`src/rtl/alu_pkg.sv`:
```
// Shared constants and types for the execute-issue block and its alu interface.
package alu_pkg;

  // alu op-select encodings
  localparam logic [3:0] ALU_ADD  = 4'b0000;
  localparam logic [3:0] ALU_SUB  = 4'b1000;
  localparam logic [3:0] ALU_SLL  = 4'b0001;
  localparam logic [3:0] ALU_SLT  = 4'b0010;
  localparam logic [3:0] ALU_SLTU = 4'b0011;
  localparam logic [3:0] ALU_XOR  = 4'b0100;
  localparam logic [3:0] ALU_SRL  = 4'b0101;
  localparam logic [3:0] ALU_SRA  = 4'b1101;
  localparam logic [3:0] ALU_OR   = 4'b0110;
  localparam logic [3:0] ALU_AND  = 4'b0111;

  // decoded instruction class
  typedef enum logic [1:0] {
    KIND_OP     = 2'd0,
    KIND_OP_IMM = 2'd1,
    KIND_BRANCH = 2'd2,
    KIND_AUIPC  = 2'd3
  } kind_e;

  // control bundle produced by the op mapper
  typedef struct packed {
    logic [3:0] m;        // alu op select
    logic       a_pc;     // operand a comes from pc instead of rs1
    logic       b_imm;    // operand b comes from imm instead of rs2
    logic       wen;      // register write enable (already cleared when illegal)
    logic       branch;   // conditional branch: resolve from cmp, compute target
    logic       illegal;  // unsupported encoding
  } map_t;

endpackage

```
`src/rtl/alu_issue_map.sv`:
```
// Combinational decode of kind/funct3/funct7b5 into alu control and operand selects.
module alu_issue_map
  import alu_pkg::*;
(
  input  kind_e      kind,
  input  logic [2:0] funct3,
  input  logic       funct7b5,
  output map_t       map
);

  // Map the instruction class onto alu op, operand selects and flags.
  always_comb begin
    // NOTE: every field gets a default before the case so no path leaves a latch behind.
    map = '0;
    case (kind)
      KIND_OP: begin
        map.m       = {funct7b5, funct3};
        map.wen     = 1'b1;
        // Only ADD/SUB and SRL/SRA have a bit-30 variant.
        map.illegal = funct7b5 && (funct3 != 3'b000) && (funct3 != 3'b101);
      end
      KIND_OP_IMM: begin
        // Bit 30 of an immediate is data except for SRAI, so there is no SUBI.
        map.m     = {funct7b5 & (funct3 == 3'b101), funct3};
        map.b_imm = 1'b1;
        map.wen   = 1'b1;
      end
      KIND_BRANCH: begin
        map.m       = {1'b0, funct3};
        map.branch  = 1'b1;
        map.illegal = (funct3[2:1] == 2'b01);
      end
      KIND_AUIPC: begin
        map.m     = ALU_ADD;
        map.a_pc  = 1'b1;
        map.b_imm = 1'b1;
        map.wen   = 1'b1;
      end
      default: map = '0;
    endcase
    if (map.illegal) map.wen = 1'b0;
  end

endmodule

```
`src/rtl/alu_issue.sv`:
```
// Two-stage execute-issue pipeline: E drives the external alu, W holds the result
// for the downstream valid/ready handshake.
module alu_issue
  import alu_pkg::*;
#(
  parameter int XLEN = 32
) (
  input  logic            clk,
  input  logic            rst,
  input  logic            flush,
  input  logic            in_valid,
  output logic            in_ready,
  input  logic [1:0]      in_kind,
  input  logic [2:0]      in_funct3,
  input  logic            in_funct7b5,
  input  logic [XLEN-1:0] in_rs1,
  input  logic [XLEN-1:0] in_rs2,
  input  logic [XLEN-1:0] in_imm,
  input  logic [XLEN-1:0] in_pc,
  input  logic [4:0]      in_rd,
  output logic [3:0]      alu_m,
  output logic [XLEN-1:0] alu_a,
  output logic [XLEN-1:0] alu_b,
  input  logic [XLEN-1:0] alu_y,
  input  logic            alu_cmp,
  output logic            out_valid,
  input  logic            out_ready,
  output logic [4:0]      out_rd,
  output logic [XLEN-1:0] out_result,
  output logic            out_wen,
  output logic            out_taken,
  output logic [XLEN-1:0] out_target,
  output logic            out_illegal
);

  // E-stage registers
  logic            e_valid;
  kind_e           e_kind;
  logic [2:0]      e_funct3;
  logic            e_funct7b5;
  logic [XLEN-1:0] e_rs1, e_rs2, e_imm, e_pc;
  logic [4:0]      e_rd;

  // W-stage registers
  logic            w_valid;
  logic [4:0]      w_rd;
  logic [XLEN-1:0] w_result;
  logic            w_wen;
  logic            w_taken;
  logic [XLEN-1:0] w_target;
  logic            w_illegal;

  // handshake
  logic w_adv, e_adv, in_fire;

  assign w_adv    = !w_valid || out_ready;
  assign e_adv    = !e_valid || w_adv;
  assign in_ready = e_adv && !flush && !rst;
  assign in_fire  = in_valid && in_ready;

  // decode of the instruction sitting in E
  map_t e_map;

  alu_issue_map u_map (
    .kind     (e_kind),
    .funct3   (e_funct3),
    .funct7b5 (e_funct7b5),
    .map      (e_map)
  );

  assign alu_m = e_map.m;
  assign alu_a = e_map.a_pc  ? e_pc  : e_rs1;
  assign alu_b = e_map.b_imm ? e_imm : e_rs2;

  // E-stage results headed for W
  logic [XLEN-1:0] e_result, e_target;
  logic            e_taken;

  assign e_result = e_map.illegal ? '0 :
                    e_map.branch  ? e_pc + XLEN'(4) : alu_y;
  assign e_taken  = e_map.branch && !e_map.illegal && alu_cmp;
  assign e_target = e_map.branch ? e_pc + e_imm : '0;

  // E stage: accept from the input handshake, hand over to W, or hold.
  always_ff @(posedge clk or posedge rst) begin
    // NOTE: data registers are reset too, because their reset value is visible on alu_* and out_*.
    if (rst) begin
      e_valid    <= 1'b0;
      e_kind     <= KIND_OP;
      e_funct3   <= '0;
      e_funct7b5 <= 1'b0;
      e_rs1      <= '0;
      e_rs2      <= '0;
      e_imm      <= '0;
      e_pc       <= '0;
      e_rd       <= '0;
    end else begin
      // NOTE: non-blocking so every register samples pre-edge values.
      if (flush)        e_valid <= 1'b0;
      else if (in_fire) e_valid <= 1'b1;
      else if (w_adv)   e_valid <= 1'b0;
      if (in_fire) begin
        e_kind     <= kind_e'(in_kind);
        e_funct3   <= in_funct3;
        e_funct7b5 <= in_funct7b5;
        e_rs1      <= in_rs1;
        e_rs2      <= in_rs2;
        e_imm      <= in_imm;
        e_pc       <= in_pc;
        e_rd       <= in_rd;
      end
    end
  end

  // W stage: capture the alu result when E moves forward, hold under backpressure.
  always_ff @(posedge clk or posedge rst) begin
    if (rst) begin
      w_valid   <= 1'b0;
      w_rd      <= '0;
      w_result  <= '0;
      w_wen     <= 1'b0;
      w_taken   <= 1'b0;
      w_target  <= '0;
      w_illegal <= 1'b0;
    end else begin
      if (flush)      w_valid <= 1'b0;
      else if (w_adv) w_valid <= e_valid;
      if (e_valid && w_adv) begin
        w_rd      <= e_rd;
        w_result  <= e_result;
        w_wen     <= e_map.wen;
        w_taken   <= e_taken;
        w_target  <= e_target;
        w_illegal <= e_map.illegal;
      end
    end
  end

  assign out_valid   = w_valid;
  assign out_rd      = w_rd;
  assign out_result  = w_result;
  assign out_wen     = w_wen;
  assign out_taken   = w_taken;
  assign out_target  = w_target;
  assign out_illegal = w_illegal;

endmodule
```
`config.mk`:
```
export PLATFORM = sky130hd
export DESIGN_NAME = alu_issue
export DESIGN_NICKNAME = d
export VERILOG_FILES = /design/src/rtl/alu_pkg.sv /design/src/rtl/alu_issue_map.sv /design/src/rtl/alu_issue.sv
export SDC_FILE = /design/constraint.sdc
export NUM_CORES = 1
export LEC_CHECK = 0
export ABC_AREA = 1
export BUFFER_PORTS_ARGS = -buffer_cell sky130_fd_sc_hd__buf_2
export CORE_ASPECT_RATIO = 0.7
export CORE_MARGIN = 5
export CORE_UTILIZATION = 54
export DETAILED_ROUTE_END_ITERATION = 7
export HOLD_SLACK_MARGIN = 0.08
export PLACE_DENSITY = 0.78
export SLEW_MARGIN = 10
export SYNTH_ARGS = -nofsm -noshare
export SYNTH_HDL_FRONTEND = slang
export SYNTH_SLANG_ARGS = --single-unit
```
`constraint.sdc`:
```
create_clock -name clk -period 9.1 [get_ports clk]
set_input_delay 1.365 -clock clk [delete_from_list [all_inputs] [get_ports clk]]
set_output_delay 1.365 -clock clk [all_outputs]
set_load 0.005 [all_outputs]
```
==> metrics.csv, run 1 <==
metric,value,unit
h-tree-depth,1,
drive_gt1_share,25.0,%
nNetsFinal,2083,
dr.pass1.iters,6,
grt_overflow,0,
area_growth,20.7,%
start_util,55.3,%
path_max_fanout,68,
detail-route-antenna-nets,0,
place.gp.congestion,0.972,
worstSetupPathType,input pin to register,
postCtsSetupBuffers,0,
slew_headroom,30.9,%
ctsRootBufferMaster,clkbuf_16,
hold_path.class,register to register,
power,0.00364,W
grt_pass1_vias,10800,
fin_util,66.7,%
synth_area,0.0121,mm^2
cts_buffers,23,
clock_sinks,213,
path_clk_slew,0.06,ns
dieArea,0.0255,mm^2
clkLatencyLatePin,0.52,ns
cap_violations,0,
synth_largest_area_cell,dfrtp_1,
crit_slowest_cell,buf_4,
grt_max_degree,145,
period_share,39.2,%
synthesis.instances,1581,
fmax,280,MHz
synth_warnings,0,
synth-compound-area-share,9.37,%
cp-end-kind,register,
core,0.0218,mm^2
cts_resized,0,
peakVddDrop,0.000202,V
antenna_found_initial,5,
synth_fa_ha_area_share,3.48,%
n_fill_cell,1916,
syn_avg_cell_area,7.64,um^2
rows,45,
grtUsageTotal,29.5,%
power_density,250,mW/mm^2
syn-num-nets,1791,
grt_pass1_wl,59.6,mm
hpwl,29.8,mm
ios,319,
finalHoldViolations,0,
cp.required,9.49,ns
fin_tns_setup,0,ns
slew_violations,0,
synth_top_area_share,44.1,%
drc_errors,0,
synth-seq-cells,213,
max_slew.worst_pin.slew,1.04,ns
die_x,189,um
holdWs,0.468,ns
routedWlPerCell,17.9,um
cts_hold_buf,0,
viasPerCell,5.35,
die-height,135,um
synth-simple-area-share,26.8,%
cp.arrival,3.96,ns
crit_family,buffers and inverters,
portBuffers,318,
synth_top_family_by_area,simple AND/OR/NAND/NOR gates,
wl,38.8,mm
synth_mux_area_share,6.53,%
drt-initial-drc-count,950,
min_period,3.57,ns
cp-start-kind,input pin,
p_leak,8.15,nW
outcome,"finished, final reports clean",
synth_area_leaders,"dfrtp_1, nand2_1, inv_1",
cts_tree,yes,
rsz0062_at_grt,false,
synthDistinctLibCells,43,
finalSetupViolCount,0,
fin_skew,0.0104,ns
yosysSeqAreaShare,44.1,%
path_buf_inv,6,
synth-xor-area-share,0.725,%
critical_path.max_stage_delay,0.61,ns
crit_chain,buf_2 > inv_1 > nand2_1 > nand2_2 > buf_4 > inv_2 > nand2_2 > inv_2 > nand2_2 > inv_2 > o211ai_1 > nand3_1,
dr_total_vias,11600,
cts_buffer_depth,3,
-- cell families (layout without fill, tap and decap cells) --
family	after synthesis	count (layout)
simple gates	768	768
buf+inv	273	581
compound gates	214	214
flops	213	213
mux	70	70
fa+ha+maj	33	33
xor+xnor	10	10
other cells	0	1
-- where the power goes --
part | internal, W | leakage [nW] | switching (W)
logic | 0.000518 | 5.28 | 0.000833
clock network | 0.000556 | 0.374 | 0.000388
registers | 0.00117 | 2.50 | 0.000179
-- flip-flops by register name (all words and copies together) (netlist names), 2 cells and up --
register / cells
e_funct3: 3
e_rd: 5
e_pc: 32
out_target: 32
out_result: 32
out_rd: 5
e_kind: 2
e_rs2: 32
e_imm: 32
e_rs1: 32
-- synthesized netlist by cell type (all sizes together) --
library cell  instances
and3                  1
buf                  39
nand2               498
a31oi                 5
a32o                  2
o31ai                 2
or2                   4
mux2                 70
nand4                12
xor2                 10
nand3b                2
a21o                  1
nor2                145
o21a                  1
o21bai                2
and2                  1
nor3                 11
nand3                94
a22o                  2
inv                 217
dfrtp               213
o21ai                93
ha                   32
a21oi                99
o211ai                5
a21boi                2
fa                    1
clkbuf               17
-- final timing paths --
check,start,endpoint,slack (ns),cells after the start
max in group asynchronous,rst,out_target[26],6.49,3
worst min-delay path,e_rd[3],out_rd[3],0.47,2
worst max register to register,out_valid,out_result[11],6.11,10
worst min register to register,e_rd[3],out_rd[3],0.47,2
worst max-delay path,out_ready,out_result[11],5.53,12
min in group asynchronous,rst,e_rd[0],1.02,2
-- layout make-up --
type / instances / area [um^2] / share of cell area [%]
Multi-Input combinational cell: 1095 / 5680 / 38.9
Inverter: 217 / 822 / 5.64
Clock buffer: 31 / 646 / 4.43
Tap cell: 282 / 353 / 2.42
Clock inverter: 10 / 114 / 0.781
Sequential cell: 213 / 5330 / 36.6
Timing Repair Buffer: 323 / 1630 / 11.2
Antenna cell: 1 / 2.50 / 0.0172
-- routing by layer --
layer | vias to the layer above | share of wire [%] | global-route usage [%]
met5 | - | 0.11 | 0
met4 | 8 | 3.2 | 8.05
met3 | 85 | 9.6 | 7.98
met1 | 5402 | 44 | 42.1
met2 | 523 | 43 | 44.7
li1 | 5595 | - | -
-- worst reg2reg max path: stages (launching register included) --
cell and delay, ns:
dfrtp_1 0.40, nand2_1 0.12, nand2_2 0.05, buf_4 0.36, inv_2 0.49, nand2_2 0.27
inv_2 0.49, nand2_2 0.19, inv_2 0.30, o211ai_1 0.17, nand3_1 0.10
-- metrics by stage --
step | cells | cell area (um^2) | setup WS [ns]
CTS | 2171 | 14600 | 5.54
detailed placement | 2130 | 13800 | 5.07
finish | 2172 | 14600 | 5.53
global placement | 2130 | 13800 | 5.20
global route | 2172 | 14600 | 5.34
floorplan | 1581 | 12100 | 1.91
-- placed cells by master (no fill, tap or decap), types with 3 or more instances in the layout --
master / count
nand2_1: 485
buf_2: 318
dfrtp_1: 212
inv_1: 211
nor2_1: 134
a21oi_1: 98
nand3_1: 93
o21ai_0: 90
mux2_2: 70
ha_1: 32
clkbuf_16: 23
xor2_1: 10
nand4_1: 10
nand2_2: 9
nor3_1: 8
nor2_4: 5
nor2_2: 5
a31oi_1: 5
inv_2: 5
o211ai_1: 5
buf_4: 5
nand2_4: 4
or2_2: 4
clkbuf_1: 4
clkbuf_8: 4
clkinv_2: 4
o21ai_1: 3
No activity file was read; power rests on OpenSTA's default activity.
==> inputs of run 2 (changes only) <==
--- a/config.mk
+++ b/config.mk
@@ -5,14 +5,14 @@
 export SDC_FILE = /design/constraint.sdc
 export NUM_CORES = 1
 export LEC_CHECK = 0
-export ABC_AREA = 1
+export ABC_AREA = 0
 export BUFFER_PORTS_ARGS = -buffer_cell sky130_fd_sc_hd__buf_2
 export CORE_ASPECT_RATIO = 0.7
 export CORE_MARGIN = 5
-export CORE_UTILIZATION = 54
+export CORE_UTILIZATION = 48
 export DETAILED_ROUTE_END_ITERATION = 7
 export HOLD_SLACK_MARGIN = 0.08
-export PLACE_DENSITY = 0.78
+export PLACE_DENSITY = 0.75
 export SLEW_MARGIN = 10
 export SYNTH_ARGS = -nofsm -noshare
 export SYNTH_HDL_FRONTEND = slang
==> constraint.sdc (replaced) <==
create_clock -name clk -period 3.26 [get_ports clk]
set_input_delay 0.489 -clock clk [delete_from_list [all_inputs] [get_ports clk]]
set_output_delay 0.489 -clock clk [all_outputs]
set_load 0.005 [all_outputs]
==> run 2 against run 1 <==
Count of clock-buffer cells in the layout shrank 1; highest routed layer unchanged; sequential cell count is the same; critical endpoint is now out_target[18]; setup slack lost 5.3 ns; critical path depth shrank 1.
==> metrics.csv, run 2 <==
metric,value,unit,change
outcome,"finished, final reports clean",,unchanged
rsz0062_at_grt,false,,unchanged
drt-initial-drc-count,439,,was 950
cp.required,3.65,ns,was 9.49 ns
slew_headroom,55.1,%,was 30.9%
wl,33.1,mm,was 38.8 mm
diodes,0,,was 1
synth_warnings,0,,unchanged
hold_path.class,input pin to asynchronous set/reset pin,,was register to register
syn-num-nets,1187,,was 1791
synth-seq-cells,213,,unchanged
mostFrequentLayoutCell,buf_2,,was nand2_1
finalSetupViolCount,0,,unchanged
nNetsFinal,1496,,was 2083
worstSetupPathType,register to register,,was input pin to register
cp-start-kind,register,,was input pin
synth_enable_flop_cells,0,,unchanged
power_density,704,mW/mm^2,was 250 mW/mm^2
synth_area_leaders,"dfrtp_1, mux2_2, ha_1",,"was dfrtp_1, nand2_1, inv_1"
timing.final.ws_setup,0.252,ns,was 5.53 ns
slew_violations,0,,unchanged
cts_tree,yes,,unchanged
place.gp.congestion,0.939,,was 0.972
clock_sinks,213,,unchanged
synthDistinctLibCells,55,,was 43
portBuffers,318,,unchanged
ff2ff_setup_slack,0.25,ns,was 6.11 ns
cap_violations,0,,unchanged
die-height,137,um,was 135 um
crit_family,compound AO/OA/AOI/OAI gates,,was buffers and inverters
area_growth,25.5,%,was 20.7%
n_fill_cell,1891,,was 1916
crit_chain,ha_1 > inv_1 > fa_1 > nand2b_1 > a31oi_1 > o31a_1 > o2bb2ai_1 > o21ai_0 > o21ai_0 > xor2_1 > a22o_1,,was buf_2 > inv_1 > nand2_1 > nand2_2 > buf_4 > inv_2 > nand2_2 > inv_2 > nand2_2 > inv_2 > o211ai_1 > nand3_1
dp_slack,0.275,ns,was 5.07 ns
path_buf_inv,1,,was 6
cp-end-kind,register,,unchanged
rr_worst_depth,11,,was 10
peakVddDrop,0.000544,V,was 0.000202 V
async_flop_share,100,%,unchanged
reg2reg_from,e_pc[0],,was out_valid
routedWlPerCell,20.6,um,was 17.9 um
cp.arrival,3.40,ns,was 3.96 ns
min_period,3.01,ns,
grt_overflow,0,,unchanged
postCtsSetupBuffers,0,,unchanged
viasPerCell,5.51,,was 5.35
grtUsageTotal,24.6,%,was 29.5%
p_leak,6.62,nW,was 8.15 nW
yosysSeqAreaShare,48.2,%,was 44.1%
cts_hold_buf,0,,unchanged
ctsRootBufferMaster,clkbuf_16,,unchanged
dr_total_vias,8887,,was 11.6k
power,0.00978,W,was 0.00364 W
core,0.0227,mm^2,was 0.0218 mm^2
crit_slowest_cell,fa_1,,was buf_4
synth_largest_area_cell,dfrtp_1,,unchanged
synth_area,0.0111,mm^2,was 0.0121 mm^2
timing.critical_path.mode_cell,o21ai_0,,
antenna_found_initial,2,,was 5
synth_ff_type,dfrtp_1,,unchanged
cts_resized,0,,unchanged
cts_buffer_depth,3,,unchanged
final_cell_mix,"buf_2, dfrtp_1, mux2_2, nand2_1, o21ai_0",,"was nand2_1, buf_2, dfrtp_1, inv_1, nor2_1"
syn_avg_cell_area,11.3,um^2,was 7.64 um^2
r2r-end,out_target[18],,was out_result[11]
grt_pass1_vias,8955,,was 10.8k
grt_pass1_wl,50.9,mm,was 59.6 mm
synthesis.instances,977,,was 1581
holdWs,0.159,ns,was 0.468 ns
synth_top_area_share,48.2,%,was 44.1%
h-tree-depth,1,,unchanged
path_clk_slew,0.06,ns,about the same
die_x,191,um,was 189 um
fin_tns_setup,0,ns,unchanged
dieArea,0.0262,mm^2,was 0.0255 mm^2
hpwl,25.1,mm,was 29.8 mm
path_max_fanout,6,,was 68
finalHoldViolations,0,,unchanged
cts_buffers,23,,unchanged
start_util,48.8,%,was 55.3%
ios,319,,unchanged
critical_path.max_stage_delay,0.40,ns,was 0.61 ns
max_slew.worst_pin.slew,0.673,ns,was 1.04 ns
drive_gt1_share,46.0,%,was 25.0%
period_share,92.3,%,
drc_errors,0,,unchanged
rows,46,,was 45
dr.pass1.iters,5,,was 6
clkLatencyLatePin,0.50,ns,was 0.52 ns
grt_max_degree,97,,was 145
synth_top_cells_by_count,"dfrtp_1, mux2_2, nand2_1, o21ai_0, clkbuf_1",,"was nand2_1, dfrtp_1, inv_1, nor2_1, a21oi_1"
synth_most_common_cell,dfrtp_1,,was nand2_1
detail-route-antenna-nets,0,,unchanged
fin_skew,0.00880,ns,was 0.0104 ns
fmax,332,MHz,
-- run 2: changes by cell type in the layout (fill, tap and decap cells not counted), sizes merged, moves of 21 or more --
cell / before / now
xnor2: 0 / 27
mux2: 70 / 207
o21ai: 93 / 72
a21oi: 99 / 30
nor2: 145 / 32
nand3: 94 / 17
inv: 218 / 18
nand2: 498 / 88
-- run 2: worst register-to-register path, stage by stage (launching register included) --
cell       delay (ns)
dfrtp_1          0.39
ha_1             0.23
inv_1            0.07
fa_1             0.40
nand2b_1         0.21
a31oi_1          0.31
o31a_1           0.22
o2bb2ai_1        0.29
o21ai_0          0.25
o21ai_0          0.24
xor2_1           0.09
a22o_1           0.20
-- run 2: layout make-up --
class	count	area [um^2]	share of cell area [%]
multi-input cells	689	5460	39.3
flip-flops and latches	213	5330	38.4
repair buffers	341	1840	13.2
clock buffers	30	652	4.69
well taps	312	390	2.81
clock inverters	9	138	0.991
inverters	18	71.3	0.514
-- run 2: worst max-delay path by stage --
| stage | start | slack (ns) | depth (start not counted) | end |
|---|---|---|---|---|
| 4_1_cts | e_pc[0] | 0.27 | 11 | out_target[18] |
| 2_1_floorplan | rst | 0.0008 | 1 | e_funct3[0] |
| 6_report | e_pc[0] | 0.25 | 11 | out_target[18] |
| 3_3_place_gp | e_pc[0] | 0.44 | 11 | out_target[18] |
| 3_5_place_dp | e_pc[0] | 0.28 | 11 | out_target[18] |
| 5_1_grt | e_pc[0] | 0.04 | 11 | out_target[18] |
-- run 2: logic make-up (layout without fill, tap and decap cells) --
| family | count (synthesis) | in the layout | share of synthesized area, % |
|---|---|---|---|
| muxes | 210 | 210 | 21.3 |
| xor gates and xnor gates | 52 | 52 | 4.12 |
| buffers and inverters | 75 | 398 | 2.68 |
| adders and majority gates | 33 | 33 | 3.80 |
| AOI/OAI and AO/OA | 205 | 205 | 12.1 |
| DFF | 213 | 213 | 48.2 |
| and+or+nand+nor | 189 | 189 | 7.83 |
-- run 2: stage by stage --
step | instances | instance area (um^2) | util [%]
6_report | 1612 | 13900 | 61.2
5_1_grt | 1612 | 13900 | 61.2
4_1_cts | 1612 | 13900 | 61.2
3_5_place_dp | 1573 | 13100 | 57.7
3_3_place_gp | 1573 | 13100 | 57.7
2_1_floorplan | 977 | 11100 | -
-- run 2: power breakdown --
group / total, W / internal [W] / switching [W] / leakage, nW
clock network: 0.00273 / 0.00165 / 0.00108 / 0.373
registers: 0.00369 / 0.00323 / 0.000460 / 2.61
logic: 0.00336 / 0.00164 / 0.00172 / 3.63
-- run 2: metal layers --
| metal | vias to the layer above | part of all wire (%) | track usage, % |
|---|---|---|---|
| li1 | 4142 | - | - |
| met1 | 4353 | 47 | 36.2 |
| met2 | 350 | 42 | 36.6 |
| met3 | 38 | 9.2 | 6.65 |
| met4 | 4 | 1.9 | 4.94 |
| met5 | - | 0.063 | 0 |
